`config.mk`:
```
export PLATFORM = sky130hd
export DESIGN_NAME = dfs_tree_walker
export DESIGN_NICKNAME = d
export VERILOG_FILES = /design/src/rtl/dfs_tree_walker.sv
export SDC_FILE = /design/constraint.sdc
export NUM_CORES = 1
export LEC_CHECK = 0
export BUFFER_PORTS_ARGS = -buffer_cell sky130_fd_sc_hd__buf_2
export CORE_UTILIZATION = 53
export CTS_BUF_LIST = sky130_fd_sc_hd__clkbuf_4 sky130_fd_sc_hd__clkbuf_8 sky130_fd_sc_hd__clkbuf_16
export DETAILED_ROUTE_END_ITERATION = 7
export GPL_TIMING_DRIVEN = 1
export PLACE_DENSITY_LB_ADDON = 0.2
export SETUP_SLACK_MARGIN = 0.4
export SYNTH_ARGS = -nofsm -noshare
export SYNTH_HDL_FRONTEND = slang
export SYNTH_SLANG_ARGS = --single-unit
```
`constraint.sdc`:
```
create_clock -name clk -period 2.75 [get_ports clk]
set_input_delay 0.55 -clock clk [delete_from_list [all_inputs] [get_ports clk]]
set_output_delay 0.55 -clock clk [all_outputs]
set_load 0.02 [all_outputs]
```
`src/rtl/dfs_tree_walker.sv`:
```
// Depth-first walker for the packet-classification decision tree; drives the node-index stack
// and reports the lowest matching rule_id. Define DFS_WALKER_STATS_EN to add visit/push counters.
module dfs_tree_walker #(
  parameter int NODE_IDX_W = 8,
  parameter int RULE_W     = 16,
  parameter int ROOT_IDX   = 0
) (
  input  logic                  clk,
  input  logic                  reset,
  input  logic                  start,
  output logic [NODE_IDX_W-1:0] node_addr,
  output logic                  node_rd,
  input  logic                  node_is_leaf,
  input  logic [RULE_W-1:0]     node_rule,
  input  logic [NODE_IDX_W-1:0] node_left,
  input  logic [NODE_IDX_W-1:0] node_right,
  input  logic [1:0]            child_match,
  output logic                  stk_push,
  output logic                  stk_pop,
  output logic [NODE_IDX_W-1:0] stk_din,
  input  logic [NODE_IDX_W-1:0] stk_dout,
  input  logic                  stk_just_popped,
  input  logic                  stk_full,
  input  logic                  stk_empty,
  output logic                  busy,
  output logic                  done,
  output logic                  match_found,
  output logic [RULE_W-1:0]     best_rule,
  output logic                  overflow_err
`ifdef DFS_WALKER_STATS_EN
  ,
  output logic [15:0]           nodes_visited,
  output logic [NODE_IDX_W:0]   pushes
`endif
);

  typedef enum logic [2:0] {
    IDLE, FETCH, WAIT, EVAL, POP, POP_WAIT, FINISH
  } state_t;

  localparam logic [NODE_IDX_W-1:0] ROOT = NODE_IDX_W'(ROOT_IDX);

  state_t                state, next_state;
  logic [NODE_IDX_W-1:0] cur;
  logic [RULE_W-1:0]     best;

  // Fetched node, captured in WAIT and used throughout EVAL.
  logic                  n_leaf;
  logic [RULE_W-1:0]     n_rule;
  logic [NODE_IDX_W-1:0] n_left;
  logic [NODE_IDX_W-1:0] n_right;
  logic [1:0]            n_match;

  logic                  path_end;
  logic                  fork_node;
  logic [RULE_W-1:0]     eval_best;
  logic                  eval_match;

  // A leaf and a dead-end internal node both end the current path.
  assign path_end   = n_leaf || (n_match == 2'b00);
  assign fork_node  = !n_leaf && (n_match == 2'b11);
  assign eval_best  = (n_leaf && (n_rule < best)) ? n_rule : best;
  assign eval_match = match_found || n_leaf;

  // NOTE: sequential state uses non-blocking assignments so every register samples pre-edge values.
  always_ff @(posedge clk) begin
    if (reset) state <= IDLE;
    else       state <= next_state;
  end

  // NOTE: next_state gets a default first so no path through the case infers a latch.
  always_comb begin
    next_state = state;
    unique case (state)
      IDLE:     if (start) next_state = FETCH;
      FETCH:    next_state = WAIT;
      WAIT:     next_state = EVAL;
      EVAL: begin
        if (path_end)                   next_state = stk_empty ? FINISH : POP;
        else if (fork_node && stk_full) next_state = FINISH;
        else                            next_state = FETCH;
      end
      POP:      next_state = POP_WAIT;
      POP_WAIT: if (stk_just_popped) next_state = FETCH;
      FINISH:   next_state = IDLE;
      default:  next_state = IDLE;
    endcase
  end

  always_comb begin
    node_addr = cur;
    node_rd   = (state == FETCH);
    stk_push  = (state == EVAL) && fork_node && !stk_full;
    stk_pop   = (state == POP);
    stk_din   = n_right;
    busy      = (state != IDLE) && (state != FINISH);
    done      = (state == FINISH);
  end

  // NOTE: every datapath register is reset because the result outputs must read 0 straight out of reset.
  always_ff @(posedge clk) begin
    if (reset) begin
      cur          <= ROOT;
      best         <= '1;
      n_leaf       <= 1'b0;
      n_rule       <= '0;
      n_left       <= '0;
      n_right      <= '0;
      n_match      <= 2'b00;
      match_found  <= 1'b0;
      overflow_err <= 1'b0;
      best_rule    <= '0;
    end else begin
      unique case (state)
        IDLE: begin
          if (start) begin
            cur          <= ROOT;
            best         <= '1;
            match_found  <= 1'b0;
            overflow_err <= 1'b0;
            best_rule    <= '0;
          end
        end
        WAIT: begin
          n_leaf  <= node_is_leaf;
          n_rule  <= node_rule;
          n_left  <= node_left;
          n_right <= node_right;
          n_match <= child_match;
        end
        EVAL: begin
          best        <= eval_best;
          match_found <= eval_match;
          if (!path_end) begin
            unique case (n_match)
              2'b11: begin
                if (stk_full) overflow_err <= 1'b1;
                else          cur          <= n_left;
              end
              2'b01:   cur <= n_left;
              2'b10:   cur <= n_right;
              default: cur <= cur;
            endcase
          end
          // Publish the result on the way into FINISH so it is valid alongside done.
          if (next_state == FINISH) best_rule <= eval_match ? eval_best : '0;
        end
        POP_WAIT: if (stk_just_popped) cur <= stk_dout;
        default: ;
      endcase
    end
  end

`ifdef DFS_WALKER_STATS_EN
  always_ff @(posedge clk) begin
    if (reset) begin
      nodes_visited <= '0;
      pushes        <= '0;
    end else if (state == IDLE && start) begin
      nodes_visited <= '0;
      pushes        <= '0;
    end else begin
      if (state == EVAL && nodes_visited != 16'hFFFF) nodes_visited <= nodes_visited + 16'd1;
      if (stk_push && pushes != '1)                   pushes        <= pushes + 1'b1;
    end
  end
`endif

endmodule

```
# Word-level counts from Yosys, hierarchy flattened
# Index checks and enable logic that the tools add are counted.
# word_totals
input_bits,49
regBits,80
# classes
mux,25
n_eq_ne,19
n_reduce_logical,19
magnitude_cmp,1
# op_table
cell,n
16-bit 2-to-1 mux,5
16-bit case mux with 2 select lines,2
8-bit case mux with 3 select lines,2
8-bit 2-to-1 mux,4
3-bit case mux with 6 select lines,1
16-bit < comparator,1
"3-bit equality test, second input constant",4
3-bit 2-to-1 mux,4
"2-bit != test, second input constant",5
"3-bit by 2-bit equality test with 1-bit output, second input constant",2
1-bit logical AND,6
"3-bit != test, second input constant",2
6-bit AND reduction,1
3-bit nonzero test,2
5-bit AND reduction,1
"2-bit equality test, second input constant",2
1-bit 2-to-1 mux,4
"4-bit by 2-bit != test with 1-bit output, second input constant",1
1-bit case mux with 2 select lines,2
"3-bit by 1-bit equality test with 1-bit output, second input constant",1
3-bit logical NOT,1
3-bit AND reduction,1
"2-bit by 1-bit equality test with 1-bit output, second input constant",1
1-bit logical NOT,2
6 further kinds,7

# Longest topological paths before layout
# Gate-level depths: netlist of the first run.
# depth
depth_word,9
depth_mapped,9
mapped_depth_nobuf,8

# Worst setup path before layout of the first run
# No wires, ideal clock.
# synth_timing
kind,reg-to-reg
start,reg best[15]
end,reg best[10]
path_stages_with_launch,10
required_time_ns,2.628
period_less_slack_ns,2.325
slack_ns,0.425
setup_ns,0.122
t_arrival_ns,2.204
path_cell_list,dfxtp_1 > inv_1 > ha_1 > and4_1 > nand4_1 > a2111oi_2 > a211o_2 > nor2_2 > buf_2 > a221o_1
# synth_via
elab_chain_cells,4
# synth_lines
element,line,rtl
from (decl),45,logic [RULE_W-1:0] best;
from (signal assigned),132,best <= eval_best;
16-bit < comparator,62,assign eval_best = (n_leaf && (n_rule < best)) ? n_rule : best;
1-bit logical AND,62,
16-bit 2-to-1 mux,62,
16-bit case mux with 2 select lines,114,unique case (state)
# Every way passes these cells.
# A chain may end at the register's enable or synchronous reset.

# Worst setup path after layout of the first run
# layout_timing
start,reg best[15]
end,reg best[1]
# The elaborated chain is that of the path after synthesis.

==> results of run 1 <==
## worst min-delay path by stage
stage / startpoint / depth (start not counted) / to
2_1_floorplan: n_left[0]$_SDFFE_PP0P_ / 2 / n_left[0]$_SDFFE_PP0P_
3_3_place_gp: n_left[0]$_SDFFE_PP0P_ / 2 / n_left[0]$_SDFFE_PP0P_
3_5_place_dp: n_left[0]$_SDFFE_PP0P_ / 2 / n_left[0]$_SDFFE_PP0P_
4_1_cts: node_right[2] / 3 / stk_din[2]$_SDFFE_PP0P_
5_1_grt: node_left[0] / 3 / n_left[0]$_SDFFE_PP0P_
6_report: node_rule[11] / 3 / n_rule[11]$_SDFFE_PP0P_
## kinds of logic (layout without fill, tap and decap cells)
| logic type | Yosys count | after routing |
|---|---|---|
| AOI/OAI and AO/OA | 110 | 110 |
| adders and majority gates | 18 | 18 |
| buffers and inverters | 47 | 142 |
| DFF | 80 | 80 |
| muxes | 8 | 8 |
| and+or+nand+nor | 148 | 148 |
## through the flow
step                      hold WS [ps]  power [mW]  setup slack, ps
final                              428        2.70              449
after global routing               427        2.81              366
after CTS                          422        2.66              388
after detailed placement           447        1.76              281
after global placement             442        1.75              359
after floorplan                    436        1.61              425
## per-layer routing
layer	part of all wire, %	global-route usage (%)	vias to the layer above
met5	0	0	-
met4	2.5	12.9	0
met3	6.0	4.72	19
met2	48	43.1	105
met1	44	31.6	1542
li1	-	-	1639
## final cells by class
type                            instances  area, um^2  area share, %
Multi-Input combinational cell        284        1900           42.2
Tap cell                               77        96.3           2.14
Clock inverter                          4        51.3           1.14
Inverter                               18        67.6           1.50
Timing Repair Buffer                  108         616           13.7
Sequential cell                        80        1620           35.8
Clock buffer                           12         159           3.52
## timing repair
item	4_1_cts	5_1_grt
hold buffers	0	0
setup endpoints to repair	30	31
buffers inserted	5	2
resized for setup	5	29
pin swaps	2	13
## sequential cells by signal (all words and copies together), names as in the netlist
| name | count |
|---|---|
| n_left | 8 |
| n_leaf | 1 |
| state | 3 |
| match_found | 1 |
| stk_din | 8 |
| best | 16 |
| n_match | 2 |
| n_rule | 16 |
| best_rule | 16 |
| overflow_err | 1 |
| node_addr | 8 |
## synth_stat cells (all sizes together) (2+ instances only)
master / count
inv: 18
buf: 11
nor2b: 2
a21oi: 53
a221o: 32
nor2: 29
or3: 2
and2: 3
a211o: 2
clkbuf: 18
and4: 2
a2111oi: 2
ha: 18
mux2i: 8
dfxtp: 80
nand2b: 3
nor4b: 2
nand2: 79
nand3: 2
nor3: 18
a211oi: 11
a31oi: 2
o21ai: 3
## critical path: stages (launching register included)
cell and delay, ps:
dfxtp_2 330, inv_1 70, ha_4 270, and4_4 250
nand4_1 140, a2111oi_4 380, a211o_2 220, nor2_4 60
buf_4 160, a221o_1 300
## power by group through the flow
stage	clock [mW]	sequential, mW	combinational (mW)
2_1_floorplan	0	1.33	0.276
4_1_cts	0.912	1.30	0.445
3_5_place_dp	0	1.33	0.435
6_report	0.908	1.31	0.479
5_1_grt	0.964	1.32	0.525
3_3_place_gp	0	1.33	0.424
==> flow_summary.ini, run 1 <==
[sta]
maxSlewViolCount = 0
timing.final.crit_period_ps = 2300
finalSetupTns_ps = 0
rsz0062_at_grt = false
clock.fmax_mhz = 435
fin_skew_ps = 8.99
relSlewSlack_pct = 67.3
tightest_slew_ps = 491
finalHoldViolations = 0
fin_crit_sh_pct = 83.7
setup_viol = 0

[run]
maxCapViolations = 0

[synthesis]
yosys.area_share.adder_pct = 6.29
synth_top_area_share_pct = 44.7
ys_seq_elements = 80
synth-async-reset-ratio_pct = 0
synth_compound_area_share_pct = 22.7
avgSynthCellArea_um2 = 8.71
synth_area_leaders = dfxtp_1 (45%), a221o_1 (8.9%), nand2_1 (8.3%), a21oi_1 (7.4%), ha_1 (6.3%)
synth_edf_count = 0
synth_nets = 478
yosys_warnings = 0
synth-simple-area-share_pct = 18.7
synth_xor_area_share_pct = 0
synth_area_um2 = 3580
synth_top_family_by_area = compound AO/OA/AOI/OAI gates
ys.flop_type = dfxtp_1
synth_mux_area_share_pct = 2.24
yosysTopAreaCell = dfxtp_1
synth.distinct_cells = 44
synthCells = 411
ys_seq_area_share_pct = 44.7

[power]
irDropWorstVdd_mv = 0.324
internal_power_mw = 1.92
p_per_area_nw_per_um2 = 598
p_switching_uw = 776
p_sw_share_pct = 28.8
total_leakage_power_nw = 1.97
combPwrFrac_pct = 17.8
clkPwrFrac_pct = 33.7
p_seq_share_pct = 48.5

[die]
io_pins = 88
start_util_pct = 55.7
die_y_um = 84.2
coreArea_um2 = 6420
dieArea_um2 = 7090
rows = 29
die_x_um = 84.2

[cts]
clk_pin_slew_ps = 80
tritoncts = done
cts_root_buffer = clkbuf_8
clock_latency_ps = 350
clock_sinks = 80
cts_buffer_depth = 2
htree_levels = 3
cts_buffers = 9

[place]
gp_congestion = 0.871
port_buffers = 87
post_dp_cell_area_um2 = 4100
placed_cells = 560
place_hpwl_um = 6030

[global_routing]
grt_pass1_vias = 3124
grt_remaining_overflow = 0
antenna_found_initial = 0
track_usage_pct = 25.6
grt_pass1_wl_um = 14400
grt_max_degree = 29

[drt]
num_vias = 3305
drt-wirelength-per-cell_um = 15.6
routed_wl_um = 9100
post_drt_via_cell_ratio = 5.67
dr.pass1.iters = 6
ant_nets = 0
drtIter0Drc = 139
drcViolationCount = 6

[layout]
num_antenna_cells = 0
fin_nets = 568
drive_above_1_share_pct = 31.0
finalInstanceArea_um2 = 4510
syn2layout_area_growth_pct = 26.0
fin_util_pct = 70.2
layoutNonFillerInstCount = 583
layout_common_cells = buf_2 (87), nand2_1 (78), dfxtp_1 (71), a21oi_1 (51), a221o_1 (32)
final_common_cell = buf_2
nFillCells = 521

[critical_path]
rrSetupSlack_ps = 450
r2r_end = best[1]$_SDFFE_PP1P_
critPathKind = reg -> reg
crit_end = best[1]$_SDFFE_PP1P_
reg2reg_depth = 9
cp-start-kind = flop
end_kind = flop
crit_start = best[15]$_SDFFE_PP1P_
crit_arrival_ps = 2540
timing.rr.start = best[15]$_SDFFE_PP1P_
cp.required_ps = 2990
critPathMaxFanout = 6

[outcome]
violations = design-rule violations
status = finished with violations

[worst_hold_path]
min_path_type = in -> reg
(Power assumes the default switching activity.)
==> inputs of run 2 (changes only) <==
--- a/config.mk
+++ b/config.mk
@@ -6,7 +6,7 @@
 export NUM_CORES = 1
 export LEC_CHECK = 0
 export BUFFER_PORTS_ARGS = -buffer_cell sky130_fd_sc_hd__buf_2
-export CORE_UTILIZATION = 53
+export CORE_UTILIZATION = 48
 export CTS_BUF_LIST = sky130_fd_sc_hd__clkbuf_4 sky130_fd_sc_hd__clkbuf_8 sky130_fd_sc_hd__clkbuf_16
 export DETAILED_ROUTE_END_ITERATION = 7
 export GPL_TIMING_DRIVEN = 1
==> constraint.sdc (replaced) <==
create_clock -name clk -period 2.1 [get_ports clk]
set_input_delay 0.42 -clock clk [delete_from_list [all_inputs] [get_ports clk]]
set_output_delay 0.42 -clock clk [all_outputs]
set_load 0.02 [all_outputs]
==> flow_summary.ini, run 2 (synthesis gave the netlist of run 1 again) <==
[outcome]
status = finished with violations
violations = negative setup slack

[cts]
clock_sinks = 80
postCtsHoldBufs = 0
tritoncts = done
cts_buffers = 9
htree_levels = 3
cts_root_buffer = clkbuf_8
clk_pin_slew_ps = 80
cts_buffer_depth = 2
clock_latency_ps = 360

[run]
maxCapViolations = 0

[drt]
dr.pass1.iters = 7
ant_nets = 0
drt-wirelength-per-cell_um = 16.7
drcViolationCount = 0
drtIter0Drc = 194
num_vias = 3659
post_drt_via_cell_ratio = 5.60
routed_wl_um = 10900

[critical_path]
timing.rr.start = best[10]$_SDFFE_PP1P_
critPathKind = reg -> reg
reg2reg_depth = 10
slowest_delay_ps = 360
crit_end = best[10]$_SDFFE_PP1P_
slowest_stage = dfxtp_2
crit_start = best[10]$_SDFFE_PP1P_
critical_path_buf_inv_count = 3
critical_path_cell_count = 10
critPathMaxFanout = 16
cp.required_ps = 2340
crit_family = compound AO/OA/AOI/OAI gates
crit_path_cell_trace = inv_2, ha_4, and4_4, nand2_4, a2111oi_4, a211o_2, buf_4, nor2_4, buf_12, a221o_1
end_kind = flop
crit_arrival_ps = 2560
rrSetupSlack_ps = -220
r2r_end = best[10]$_SDFFE_PP1P_
cp-start-kind = flop

[sta]
timing.final.crit_period_ps = 2320
clock.fmax_mhz = 431
fin_crit_sh_pct = 111
finalHoldViolations = 0
maxSlewViolCount = 0
hold_slack_ps = 288
tightest_slew_ps = 416
fin_ws_ps = -221
rsz0062_at_grt = true
setup_viol = 32
fin_skew_ps = 11.9
relSlewSlack_pct = 72.2
finalSetupTns_ps = -5640

[layout]
finalInstanceArea_um2 = 5230
reg_top3 = best: 16 flops, best_rule: 16 flops, n_rule: 16 flops
fin_util_pct = 72.5
syn2layout_area_growth_pct = 46.0
final_common_cell = buf_2
num_antenna_cells = 0
layout_common_cells = buf_2 (83), nand2_1 (76), dfxtp_1 (62), buf_4 (53), a21oi_1 (50)
drive_above_1_share_pct = 45.5
fin_nets = 616

[die]
coreArea_um2 = 7210
die_y_um = 88.4
io_pins = 88
die_x_um = 88.4
start_util_pct = 49.6
rows = 31
dieArea_um2 = 7810

[place]
port_buffers = 87
place_ws_ps = -358
gp_congestion = 0.920
place_hpwl_um = 6710
post_dp_cell_area_um2 = 4520

[global_routing]
antenna_found_initial = 0
track_usage_pct = 26.4
grt_pass1_vias = 3259
grt_max_degree = 30
grt_pass1_wl_um = 15600
grt_remaining_overflow = 0

[worst_hold_path]
min_path_type = in -> reg

[power]
p_per_area_nw_per_um2 = 740
p_sw_share_pct = 29.4
combPwrFrac_pct = 22.2
p_seq_share_pct = 44.1
total_leakage_power_nw = 2.24
p_switching_mw = 1.14
irDropWorstVdd_mv = 0.391
internal_power_mw = 2.73
clkPwrFrac_pct = 33.7
run 2: worst reg2reg max path, stage by stage (launching register included):
cell	delay (ps)
dfxtp_2	360
inv_2	60
ha_4	260
and4_4	260
nand2_4	70
a2111oi_4	360
a211o_2	210
buf_4	130
nor2_4	40
buf_12	140
a221o_1	320
run 2: power groups by stage:
stage	registers [mW]	logic (mW)	clock network, mW
after floorplan	1.76	0.392	0
after global placement	1.73	0.671	0
after global routing	1.72	0.926	1.39
after CTS	1.70	0.717	1.31
after detailed placement	1.73	0.689	0
final	1.71	0.858	1.30
run 2: final cells by class:
type,instances,area [um^2]
clock buffers,10,138
clock inverters,6,91.3
fillers,542,1990
inverters,18,67.6
multi-input cells,284,2090
flip-flops and latches,80,1630
well taps,99,124
repair buffers,156,1090
run 2: timing repair:
action | 4_1_cts | 5_1_grt
buffers inserted | 5 | 14
setup endpoints to repair | 44 | 45
hold endpoints to repair | 0 | 0
gates resized for setup | 18 | 59
pin swaps | 3 | 32
gates cloned | 0 | 3
run 2: how the worst min path moves through the flow:
stage	startpoint	endpoint	depth (start not counted)
2_1_floorplan	n_left[0]$_SDFFE_PP0P_	n_left[0]$_SDFFE_PP0P_	2
3_3_place_gp	n_left[0]$_SDFFE_PP0P_	n_left[0]$_SDFFE_PP0P_	2
3_5_place_dp	n_left[7]$_SDFFE_PP0P_	n_left[7]$_SDFFE_PP0P_	2
4_1_cts	node_right[5]	stk_din[5]$_SDFFE_PP0P_	3
5_1_grt	node_left[6]	n_left[6]$_SDFFE_PP0P_	3
6_report	child_match[0]	n_match[0]$_SDFFE_PP0P_	3
run 2: metrics by stage:
step / std cells / power (mW)
3_3_place_gp: 615 / 2.40
4_1_cts: 636 / 3.73
6_report: 653 / 3.87
3_5_place_dp: 615 / 2.42
2_1_floorplan: 411 / 2.15
5_1_grt: 653 / 4.03
run 2: metal layers:
| metal | wire [um] | share of wire (%) | up-vias | GRT usage, % |
|---|---|---|---|---|
| li1 | - | - | 1736 | - |
| met5 | 0 | 0 | - | 0 |
| met2 | 5350 | 49 | 155 | 41.1 |
| met1 | 4580 | 42 | 1741 | 34.0 |
| met4 | 296 | 2.7 | 0 | 16.4 |
| met3 | 677 | 6.2 | 27 | 4.85 |
